<file path="config.mk">
export PLATFORM = sky130hd
export DESIGN_NAME = uart_rx_packetizer
export DESIGN_NICKNAME = d
export VERILOG_FILES = /design/src/rtl/uart_rx_packetizer.sv
export SDC_FILE = /design/constraint.sdc
export NUM_CORES = 1
export LEC_CHECK = 0
export ABC_CLOCK_PERIOD_IN_PS = 3900
export BUFFER_PORTS_ARGS = -buffer_cell sky130_fd_sc_hd__buf_2
export CAP_MARGIN = 20
export CORE_UTILIZATION = 29
export CTS_CLUSTER_DIAMETER = 80
export DETAILED_ROUTE_END_ITERATION = 16
export SLEW_MARGIN = 20
export SYNTH_ARGS = -nofsm -noshare
export SYNTH_HDL_FRONTEND = slang
export SYNTH_SLANG_ARGS = --single-unit
</file>
<file path="constraint.sdc">
create_clock -name clk -period 3.9 [get_ports clk]
set_input_delay 0.78 -clock clk [delete_from_list [all_inputs] [get_ports clk]]
set_output_delay 0.78 -clock clk [all_outputs]
set_load 0.02 [all_outputs]
</file>
<file path="src/rtl/uart_rx_packetizer.sv">
// Packs UART rx bytes into packets (closed on idle gap or length cap) behind a first-word-fall-through FIFO.
// The input never stalls: a byte leaves the hold stage once its tlast is known, and a push into a full FIFO is dropped and counted.
module uart_rx_packetizer #(
    parameter int DEPTH        = 16,
    parameter int MAX_PKT_LEN  = 64,
    parameter int IDLE_TIMEOUT = 1000
) (
    input  logic                   clk,
    input  logic                   rst,
    input  logic [7:0]             s_axis_tdata,
    input  logic                   s_axis_tvalid,
    output logic [7:0]             m_axis_tdata,
    output logic                   m_axis_tvalid,
    input  logic                   m_axis_tready,
    output logic                   m_axis_tlast,
    output logic                   overflow,
    input  logic                   clear_overflow,
    output logic [15:0]            drop_count,
    output logic [$clog2(DEPTH):0] fifo_level
);
    localparam int PW = $clog2(DEPTH);
    localparam int LW = PW + 1;
    localparam int IW = $clog2(IDLE_TIMEOUT);
    localparam logic [15:0]   PKT_MAX   = 16'(MAX_PKT_LEN);
    localparam logic [IW-1:0] IDLE_LAST = IW'(IDLE_TIMEOUT - 1);
    localparam logic [LW-1:0] LVL_FULL  = LW'(DEPTH);

    typedef struct packed {
        logic       last;
        logic [7:0] data;
    } beat_t;

    typedef enum logic {ST_EMPTY, ST_HOLD} state_e;

    state_e        state_q, state_d;
    logic [7:0]    hold_q, hold_d;
    logic [15:0]   pkt_cnt_q, pkt_cnt_d;
    logic [IW-1:0] idle_cnt_q, idle_cnt_d;
    logic          flush;
    logic          push_vld;
    beat_t         push_beat;

    beat_t         mem_q [DEPTH];
    logic [PW-1:0] rd_ptr_q, rd_ptr_d;
    logic [PW-1:0] wr_ptr_q, wr_ptr_d;
    logic [LW-1:0] level_q, level_d;
    logic          overflow_q, overflow_d;
    logic [15:0]   drop_count_q, drop_count_d;
    logic          pop;
    logic          push_ok;
    logic          drop;
    beat_t         head;

    assign flush = (state_q == ST_HOLD) &&
                   ((pkt_cnt_q == PKT_MAX) || (idle_cnt_q == IDLE_LAST));

    always_ff @(posedge clk) begin
        if (rst) state_q <= ST_EMPTY;
        else     state_q <= state_d;
    end

    always_comb begin
        state_d = state_q;
        case (state_q)
            ST_EMPTY: if (s_axis_tvalid) state_d = ST_HOLD;
            ST_HOLD:  if (flush && !s_axis_tvalid) state_d = ST_EMPTY;
            default:  state_d = ST_EMPTY;
        endcase
    end

    // A new byte always pushes the held one; flush only decides its last bit and the packet count.
    always_comb begin
        push_vld   = 1'b0;
        push_beat  = '0;
        hold_d     = hold_q;
        pkt_cnt_d  = pkt_cnt_q;
        idle_cnt_d = idle_cnt_q;
        case (state_q)
            ST_EMPTY: begin
                if (s_axis_tvalid) begin
                    hold_d     = s_axis_tdata;
                    pkt_cnt_d  = pkt_cnt_q + 16'd1;
                    idle_cnt_d = '0;
                end
            end
            ST_HOLD: begin
                if (s_axis_tvalid) begin
                    push_vld   = 1'b1;
                    push_beat  = '{last: flush, data: hold_q};
                    hold_d     = s_axis_tdata;
                    pkt_cnt_d  = flush ? 16'd1 : pkt_cnt_q + 16'd1;
                    idle_cnt_d = '0;
                end else if (flush) begin
                    push_vld   = 1'b1;
                    push_beat  = '{last: 1'b1, data: hold_q};
                    pkt_cnt_d  = '0;
                    idle_cnt_d = '0;
                end else begin
                    idle_cnt_d = idle_cnt_q + IW'(1);
                end
            end
            default: ;
        endcase
    end

    always_ff @(posedge clk) begin
        if (rst) begin
            hold_q     <= '0;
            pkt_cnt_q  <= '0;
            idle_cnt_q <= '0;
        end else begin
            hold_q     <= hold_d;
            pkt_cnt_q  <= pkt_cnt_d;
            idle_cnt_q <= idle_cnt_d;
        end
    end

    // A pop in the same cycle frees the slot, so a full FIFO can still accept.
    assign pop     = (level_q != '0) && m_axis_tready;
    assign push_ok = push_vld && ((level_q < LVL_FULL) || pop);
    assign drop    = push_vld && !push_ok;

    always_comb begin
        rd_ptr_d     = pop     ? rd_ptr_q + PW'(1) : rd_ptr_q;
        wr_ptr_d     = push_ok ? wr_ptr_q + PW'(1) : wr_ptr_q;
        level_d      = level_q;
        overflow_d   = overflow_q;
        drop_count_d = drop_count_q;
        if (push_ok && !pop) level_d = level_q + LW'(1);
        if (pop && !push_ok) level_d = level_q - LW'(1);
        if (clear_overflow) begin
            overflow_d   = 1'b0;
            drop_count_d = '0;
        end
        if (drop) begin
            overflow_d = 1'b1;
            if (drop_count_d != 16'hFFFF) drop_count_d = drop_count_d + 16'd1;
        end
    end

    always_ff @(posedge clk) begin
        if (rst) begin
            rd_ptr_q     <= '0;
            wr_ptr_q     <= '0;
            level_q      <= '0;
            overflow_q   <= 1'b0;
            drop_count_q <= '0;
        end else begin
            rd_ptr_q     <= rd_ptr_d;
            wr_ptr_q     <= wr_ptr_d;
            level_q      <= level_d;
            overflow_q   <= overflow_d;
            drop_count_q <= drop_count_d;
        end
    end

    always_ff @(posedge clk) begin
        if (push_ok) mem_q[wr_ptr_q] <= push_beat;
    end

    assign head          = mem_q[rd_ptr_q];
    assign m_axis_tvalid = (level_q != '0);
    assign m_axis_tdata  = m_axis_tvalid ? head.data : 8'h00;
    assign m_axis_tlast  = m_axis_tvalid ? head.last : 1'b0;
    assign overflow      = overflow_q;
    assign drop_count    = drop_count_q;
    assign fifo_level    = level_q;

endmodule
</file>
Word level (Yosys, flattened, before mapping)
Memory sizes are Yosys's and may differ from the RTL's. A register that Yosys moved wholly into a read port is not among the register bits.
Cells that the tools add are included.
W data, S select, Z words.
- register bits: 65
- bits in writable memories: 144
- word-level logic and storage cells: 72
- memories: 1
- add/sub/neg operators: 7
- order comparisons: 1
- eq/ne operators: 5
- multiplexer cells: 32
- bitwise operators: 1
- reductions and logical operators: 16
- memory list (name ; words ; bits a word ; rd ports ; clocked after memory_dff ; wr ports ; line ; source):
    mem_q ; 16 ; 9 ; 1 ; 1 ; 1 ; 43 ; beat_t mem_q [DEPTH];
- operator list (operator ; number):
    $mux W16 ; 7
    $add A16 B1 Y16 const B ; 2
    $pmux W16 S2 ; 1
    $mux W10 ; 3
    $mux W9 ; 3
    $pmux W10 S2 ; 1
    $eq A16 B7 Y1 const B ; 1
    $mux W8 ; 2
    $ne A16 B16 Y1 const B ; 1
    $add A10 B1 Y10 const B ; 1
    $eq A10 B10 Y1 const B ; 1
    $mux W1 ; 10
    $mux W5 ; 2
    $add A4 B1 Y4 const B ; 2
    $mux W4 ; 2
    $logic_and A1 B1 Y1 ; 7
    $add A5 B1 Y5 const B ; 1
    $lt A5 B5 Y1 const B ; 1
    $reduce_bool A5 Y1 ; 1
    $sub A5 B1 Y5 const B ; 1
    $reduce_bool A2 Y1 ; 2
    $logic_not A1 Y1 ; 3
    $ne A3 B2 Y1 const B ; 1
    $logic_or A1 B1 Y1 ; 2
    other kinds (4) ; 4

Depth between registers and ports, before layout
Gate-level depths: netlist of the first run.
- word-level depth: 10
- mapped depth: 18
- gate-level depth less buffers: 14

Worst setup path before layout of the first run
OpenSTA, ideal clock, no wires.
- kind: reg-to-reg
- start point: register pkt_cnt_q[0]
- end point: register level_q[4], in the netlist fifo_level[4]
- library setup time: 121 ps
- arrival time: 3370 ps
- data required time: 3779 ps
- setup slack: 409 ps
- cell stages (with the launch flop): 19
- period minus slack after synthesis: 3491 ps
- cells stage by stage: dfxtp_1 > inv_1 > ha_1 > and4bb_2 > and4_1 > buf_4 > o31a_1 > buf_2 > clkbuf_1 > inv_1 > ha_1 > clkbuf_1 > xor2_1 > ha_1 > a211o_1 > nand2_1 > nand3b_1 > a31oi_1 > mux2_2
- word-level cells in the longest chain between the ends: 10
- RTL lines (what ; line ; source):
    start: declaration ; 37 ; logic [15:0] pkt_cnt_q, pkt_cnt_d;
    start signal: assignment ; 113 ; pkt_cnt_q <= pkt_cnt_d;
    $eq A16 B7 Y1 (*) ; 55 ; ((pkt_cnt_q == PKT_MAX) || (idle_cnt_q == IDLE_LAST));
    $logic_or A1 B1 Y1 (*) ; 55 ;
    $logic_and A1 B1 Y1 (*) ; 54 ; assign flush = (state_q == ST_HOLD) &&
    $mux W1 (*) ; 93 ; end else if (flush) begin
    $mux W1 (*) ; 87 ; if (s_axis_tvalid) begin
    $mux W1 (*) ; 78 ; case (state_q)
    $logic_and A1 B1 Y1 (*) ; 120 ; assign push_ok = push_vld && ((level_q < LVL_FULL) || pop);
    $logic_not A1 Y1 ; 130 ; if (pop && !push_ok) level_d = level_q - LW'(1);
    $logic_and A1 B1 Y1 ; 130 ;
    $mux W5 / $reduce_bool A2 Y1 (equally long branches) ; -- ;
    end signal: assignment ; 151 ; level_q <= level_d;
    end: declaration ; 46 ; logic [LW-1:0] level_q, level_d;
Every way passes the cells marked *; elsewhere a longest branch is shown, timed or not.
A chain may end at the register's enable or synchronous reset.

Final worst setup path of the first run
Same ends and word-level chain as after synthesis.

==> reports/metrics.yaml, run 1 <==
run_status: "complete, no violations"
gp_routability_congestion: 0.785
global_route_wire_length_before_repair_microns: 31500
timing.slew.headroom_pct: 42.5
worstHoldEndpoint: "overflow"
synth_edf_count: 144
grt_pass1_vias: 5439
clock_sinks: 213
timing.rr.end: "fifo_level[4]"
timing.final.crit_period_ns: 3.35
ys.warnings.count: 0
timing.hold.worst_path_depth: 2
worstSkewPairLatency_ns: 0.51
async_reset_ff_share_pct: 0
antenna_found_initial: 1
ys_seq_area_share_pct: 62.1
synthesis.area_sq_mm: 0.00919
placed_cells_incl_taps: 1066
initial_core_util_pct: 29.7
final.setup.tns_ns: 0
cts_root_buffer: "clkbuf_16"
avgViaCountPerCell: 4.93
worst_hold_path_type: "flop to flop"
clock.fmax_mhz: 299
final_design_area_no_fill_sq_mm: 0.0105
grt_start_max_net_pins: 37
power_frac_seq_pct: 45.1
h-tree-depth: 1
total_grt_overflow: 0
start_kind: "flop"
worst-endpoint-arrival_ns: 3.73
vias: 5447
sw_frac_of_total_pct: 27.6
cap_viol_max_count: 0
worstPathMaxFanout: 9
final-setup-viol-count: 0
total_setup_buffers_inserted_after_cts: 0
max-vdd-ir-drop_uv: 260
postSynth.topFlopCell: "edfxtp_1"
dr.pass1.iters: 5
ctsResizeCount: 0
place_hpwl_microns: 12700
worstSetupPathType: "flop to flop"
die_area_sq_mm: 0.0324
mostFrequentLayoutCells: "edfxtp_1, dfxtp_1, nor2_1"
post_synth.cell_area_avg_sq_um: 14.1
worst_clock_skew_ns: 0.0173
proportion_of_layout_cells_with_a_drive_suffix_above_1_pct: 20.8
timing.reg2reg.worst_path_depth: 14
fp.dieH_microns: 180
cts_inserted_buffers: 22
core-area_sq_mm: 0.0309
cts.hold.buffers_added: 0
drt.antenna.violating_nets: 0
p_sw_w: 0.00152
rsz0062_at_grt: "no"
hold_violations: 0
overall_global_routing_resource_usage_pct: 12.4
wl_per_cell_microns: 18.1
power-per-cell-area_mw_per_mm2: 527
drt_wl_total_microns: 20000
tritoncts: "done"
synth.lib_cells_used.distinct: 62
dpl-instance-area_sq_mm: 0.00984
cp_data_required_time_ns: 4.28
area_growth_from_synthesis_to_layout_pct: 14.0
leakagePower_nw: 3.60
worst_hold_startpoint: "overflow"
layout.cells.most_common: "edfxtp_1"
num_rows: 64
share_clk_of_total_power_pct: 34.4
intPower_w: 0.00400
timing.final.crit_share_pct: 85.8
cts_max_path_buffers: 3
drc_errors: 0
combinational_fraction_of_design_power_pct: 20.5
nets: 720
ios: 45
r2r_start: "pkt_cnt_q[0]"
count_of_buffers_from_port_buffering: 44
initialDrtViolationCount: 458
final_cell_count_no_fill: 1104
fp.dieW_microns: 180
synth_nets: 676
synthesis.instances: 650
num_antenna_cells: 0
max_slew.worst_pin.slew_ns: 0.858
max_slew_vio_count: 0
r2r_slack_ns: 0.55
ys_ff_latch: 213
clk_pin_slew_ns: 0.06
end_kind: "flop"
flip-flops by register name, indices dropped and copies added, names as in the netlist, named ones only:
| signal | count |
|---|---|
| mem_q | 144 |
| drop_count | 16 |
| pkt_cnt_q | 16 |
| idle_cnt_q | 10 |
| hold_q | 8 |
| fifo_level | 5 |
| rd_ptr_q | 4 |
| wr_ptr_q | 4 |
| overflow | 1 |
| state_q | 1 |
power groups by stage:
stage                     combinational [W]  sequential, W  clock (W)
after floorplan                    0.000832        0.00255          0
after global placement              0.00115        0.00254          0
after detailed placement            0.00115        0.00254          0
after CTS                           0.00115        0.00249    0.00194
after global routing                0.00123        0.00250    0.00203
final                               0.00113        0.00249    0.00190
layout make-up:
cell class	instances	area (sq um)
Clock buffer	27	569
Fill cell	3004	20400
Inverter	16	60.1
Clock inverter	11	67.6
Multi-Input combinational cell	385	3250
Tap cell	396	495
Timing Repair Buffer	56	323
Sequential cell	213	5710
critical path: stages (launching register included):
cell and delay (ns):
dfxtp_1 0.40, inv_1 0.09, ha_1 0.20, and4bb_2 0.23
and4_1 0.28, o31a_1 0.33, inv_1 0.08, ha_1 0.36
xor2_1 0.12, ha_1 0.23, a211o_1 0.28, nand2_1 0.06
nand3b_1 0.07, a31oi_1 0.16, mux2_2 0.35
synth_stat cells, types with 14 or more instances:
master    count  area (sq um)
mux2i_1      15           150
edfxtp_1    144          4320
and3_1       32           200
a21oi_1      24           120
dfxtp_1      69          1380
nor2_1       47           176
mux4_2       45          1010
clkbuf_1     15          56.3
and2_1       15          93.8
nand2_1      22          82.6
xor2_1       14           123
nand3_1      28           140
inv_1        15          56.3
metal layers:
layer / vias to the layer above / global-route usage (%) / routed length (microns)
met5: - / 0 / 0
met4: 0 / 2.77 / 359
met3: 23 / 2.04 / 977
met2: 149 / 20.0 / 9230
met1: 2680 / 17.5 / 9440
li1: 2595 / - / -
how the worst max path moves through the flow:
stage | start | slack [ns] | end
after floorplan | pkt_cnt_q[0] | 0.41 | fifo_level[4]
after global placement | pkt_cnt_q[0] | 0.66 | fifo_level[4]
after detailed placement | pkt_cnt_q[0] | 0.56 | fifo_level[4]
after CTS | flop | 0.50 | m_axis_tlast
after global routing | pkt_cnt_q[0] | 0.25 | fifo_level[4]
final | pkt_cnt_q[0] | 0.55 | fifo_level[4]
stage by stage:
stage	setup WS (ns)	hold slack [ns]	power [W]	util [%]
CTS	0.502	0.476	0.00559	33.9
detailed placement	0.563	0.461	0.00369	31.8
finish	0.555	0.472	0.00552	33.9
global route	0.251	0.488	0.00576	33.9
global placement	0.656	0.454	0.00369	31.8
floorplan	0.409	0.452	0.00338	-
cells by family (layout without fill, tap and decap cells):
group | after synthesis | after routing | synth area share, %
xor gates and xnor gates | 25 | 25 | 2.38
muxes | 62 | 62 | 12.9
DFF | 213 | 213 | 62.1
adders and majority gates | 13 | 13 | 1.77
and+or+nand+nor | 218 | 218 | 13.2
AOI/OAI and AO/OA | 67 | 67 | 5.16
buffers and inverters | 52 | 110 | 2.52
Note: power is estimated with default switching activity, not from simulation.
==> run 2: changes to the inputs <==
--- a/config.mk
+++ b/config.mk
@@ -12,4 +12,6 @@
 export CTS_CLUSTER_DIAMETER = 80
 export DETAILED_ROUTE_END_ITERATION = 16
+export GPL_TIMING_DRIVEN = 0
+export PLACE_DENSITY_LB_ADDON = 0.12
 export SLEW_MARGIN = 20
 export SYNTH_ARGS = -nofsm -noshare
==> constraint.sdc (replaced) <==
create_clock -name clk -period 3.9 [get_ports clk]
set_input_delay 0.195 -clock clk [delete_from_list [all_inputs] [get_ports clk]]
set_output_delay 0.195 -clock clk [all_outputs]
set_load 0.02 [all_outputs]
==> reports/metrics.yaml, run 2 (synthesis results as in run 1) <==
run_status: "complete, no violations"
final-setup-viol-count: 0  # unchanged
drt.antenna.violating_nets: 0  # unchanged
critical_path.most_common_cell: "ha_1"
dp_slack_ns: -0.0511  # -0.614 ns
leakagePower_nw: 3.80  # +5.4%
max_slew_vio_count: 0  # unchanged
gp_routability_congestion: 0.815  # +3.8%
worstSkewPairLatency_ns: 0.51  # about the same
timing.final.crit_period_ns: 3.60  # +0.259 ns
end_kind: "flop"
overall_global_routing_resource_usage_pct: 13.9  # +1.5 points
r2r_slack_ns: 0.30  # -0.26 ns
crit_path_end: "fifo_level[4]"
fp.dieW_microns: 180  # unchanged
antenna_found_initial: 0  # -1
clock_sinks: 213  # unchanged
total_setup_buffers_inserted_after_cts: 0  # unchanged
rsz0062_at_grt: "no"
global_route_wire_length_before_repair_microns: 34700  # +10%
start_kind: "flop"
mostFrequentLayoutCells: "edfxtp_1, dfxtp_1, buf_2"
count_of_buffers_from_port_buffering: 44  # unchanged
cp_data_required_time_ns: 4.30  # +0.02 ns
dr.pass1.iters: 4  # -1
clock.fmax_mhz: 277  # -7.2%
critical-path-slowest-cell: "dfxtp_1"
max_ffs_per_register: 144  # unchanged
nets: 756  # +5.0%
cts_inserted_buffers: 24  # +9.1%
critical_path.startpoint: "pkt_cnt_q[0]"
finalCoreUtilization_pct: 35.2  # +1.3 points
num_antenna_cells: 0  # unchanged
multi_input_area_sq_mm: 0.00327  # +0.42%
place_hpwl_microns: 15300  # +20%
cts_max_path_buffers: 3  # unchanged
num_rows: 64  # unchanged
max-vdd-ir-drop_uv: 320  # +23%
final_design_area_no_fill_sq_mm: 0.0109  # +3.9%
power-per-cell-area_mw_per_mm2: 562  # +6.6%
ios: 45  # unchanged
fp.dieH_microns: 180  # unchanged
drc_errors: 0  # unchanged
fillerInstances: 3003  # -0.033%
largest-register: "mem_q"
max_stage_delay_ns: 0.38  # -0.02 ns
cap_viol_max_count: 0  # unchanged
worstSetupPathType: "flop to flop"
final.setup.tns_ns: 0  # unchanged
final.setup.worst_slack_ns: 0.296  # -0.259 ns
timing.rr.end: "fifo_level[4]"
worst_hold_path_type: "primary input to flop"
timing.critical_path.depth: 17  # +3
dpl-instance-area_sq_mm: 0.00993  # +0.98%
hold_violations: 0  # unchanged
grt_start_max_net_pins: 19  # -49%
wl_per_cell_microns: 19.5  # +7.3%
timing.slew.headroom_pct: 38.2  # -4.3 points
timing.reg2reg.worst_path_depth: 17  # +3
grt_pass1_vias: 5908  # +8.6%
ff_latch_area_sq_mm: 0.00571  # about the same
initialDrtViolationCount: 305  # -33%
crit_family: "buffers and inverters"
drt_wl_total_microns: 22300  # +11%
total_grt_overflow: 0  # unchanged
cp_cell_sequence: "inv_1 > ha_1 > and4bb_2 > and4_1 > buf_4 > o31a_1 > clkbuf_4 > inv_1 > ha_1 > clkbuf_4 > xor2_1 > ha_1 > nor2_1 > nor3b_1 > o21ai_0 > a31oi_1 > mux2_2"
core-area_sq_mm: 0.0309  # unchanged
area_growth_from_synthesis_to_layout_pct: 18.5
final_cell_count_no_fill: 1144  # +3.6%
layout.cells.most_common: "edfxtp_1"
vias: 5699  # +4.6%
placed_cells_incl_taps: 1092  # +2.4%
timing.final.crit_share_pct: 92.4  # +6.6 points
worst_clock_skew_ns: 0.00911  # -0.00821 ns
proportion_of_layout_cells_with_a_drive_suffix_above_1_pct: 21.7  # +0.90 points
clk_pin_slew_ns: 0.06  # about the same
die_area_sq_mm: 0.0324  # unchanged
worstPathMaxFanout: 18  # +9
r2r_start: "pkt_cnt_q[0]"
worst-endpoint-arrival_ns: 4.00  # +0.27 ns
avgViaCountPerCell: 4.98  # +0.97%
initial_core_util_pct: 29.7  # unchanged
worst-path-buf-inv: 5  # +3
cts_root_buffer: "clkbuf_16"
max_slew.worst_pin.slew_ns: 0.925  # +0.0677 ns
tritoncts: "done"
h-tree-depth: 1  # unchanged
run 2: cell types whose count changed in the layout (fill, tap and decap cells not counted), moves of 3 or more:
cell and change:
clkbuf_1 +15, dlygate4sd3_1 +9, buf_1 +7, buf_2 +6
bufinv_16 +5, buf_4 -4, clkinv_1 -4, clkbuf_16 +3
run 2: layer usage:
layer	part of all wire, %	vias to the layer above	GRT usage [%]
li1	-	2669	-
met1	47	2883	18.7
met2	48	115	23.4
met3	3.5	32	2.30
met4	2.2	0	3.35
met5	0	-	0
run 2: where the power goes:
part           internal [W]  switching [W]  total [W]
logic              0.000528       0.000659    0.00119
registers           0.00244      0.0000490    0.00249
clock network       0.00154       0.000897    0.00244
total               0.00451        0.00161    0.00612
run 2: final cells by class:
cell class                      count  share of cell area, %
Inverter                           16                  0.552
Buffer                             35                   1.60
Clock inverter                     10                   1.67
Timing Repair Buffer               55                   2.99
Multi-Input combinational cell    385                   30.0
Sequential cell                   213                   52.4
Tap cell                          396                   4.55
Clock buffer                       34                   6.24
run 2: how the worst min path moves through the flow:
stage                     from             to  slack, ns  cells after the start
5_1_grt                    rst   pkt_cnt_q[3]       0.15                      4
3_3_place_gp   s_axis_tdata[0]      hold_q[0]       0.43                      3
3_5_place_dp   s_axis_tdata[1]      hold_q[1]       0.45                      3
2_1_floorplan  s_axis_tdata[0]      hold_q[0]       0.34                      2
6_report         m_axis_tready    rd_ptr_q[3]       0.14                      4
4_1_cts         clear_overflow  drop_count[1]       0.11                      4
run 2: repair_timing:
action                                  in CTS  in global routing
endpoints found under the setup margin       1                  1
resized for setup                            1                  3
gates cloned                                 0                  0
hold endpoints to repair                     9                  0
hold buffers                                 9                  0
run 2: metrics by stage:
stage          hold WS [ns]  power [W]
3_3_place_gp          0.432    0.00372
5_1_grt               0.148    0.00638
3_5_place_dp          0.449    0.00374
6_report              0.138    0.00612
2_1_floorplan         0.342    0.00338
4_1_cts               0.108    0.00621
run 2: worst min-delay path, delay by kind of cell:
| kind | cells | cell delay [ns] |
|---|---|---|
| simple gates | 2 | 0.20 |
| xor+xnor | 1 | 0.06 |
| buf+inv | 1 | 0.14 |
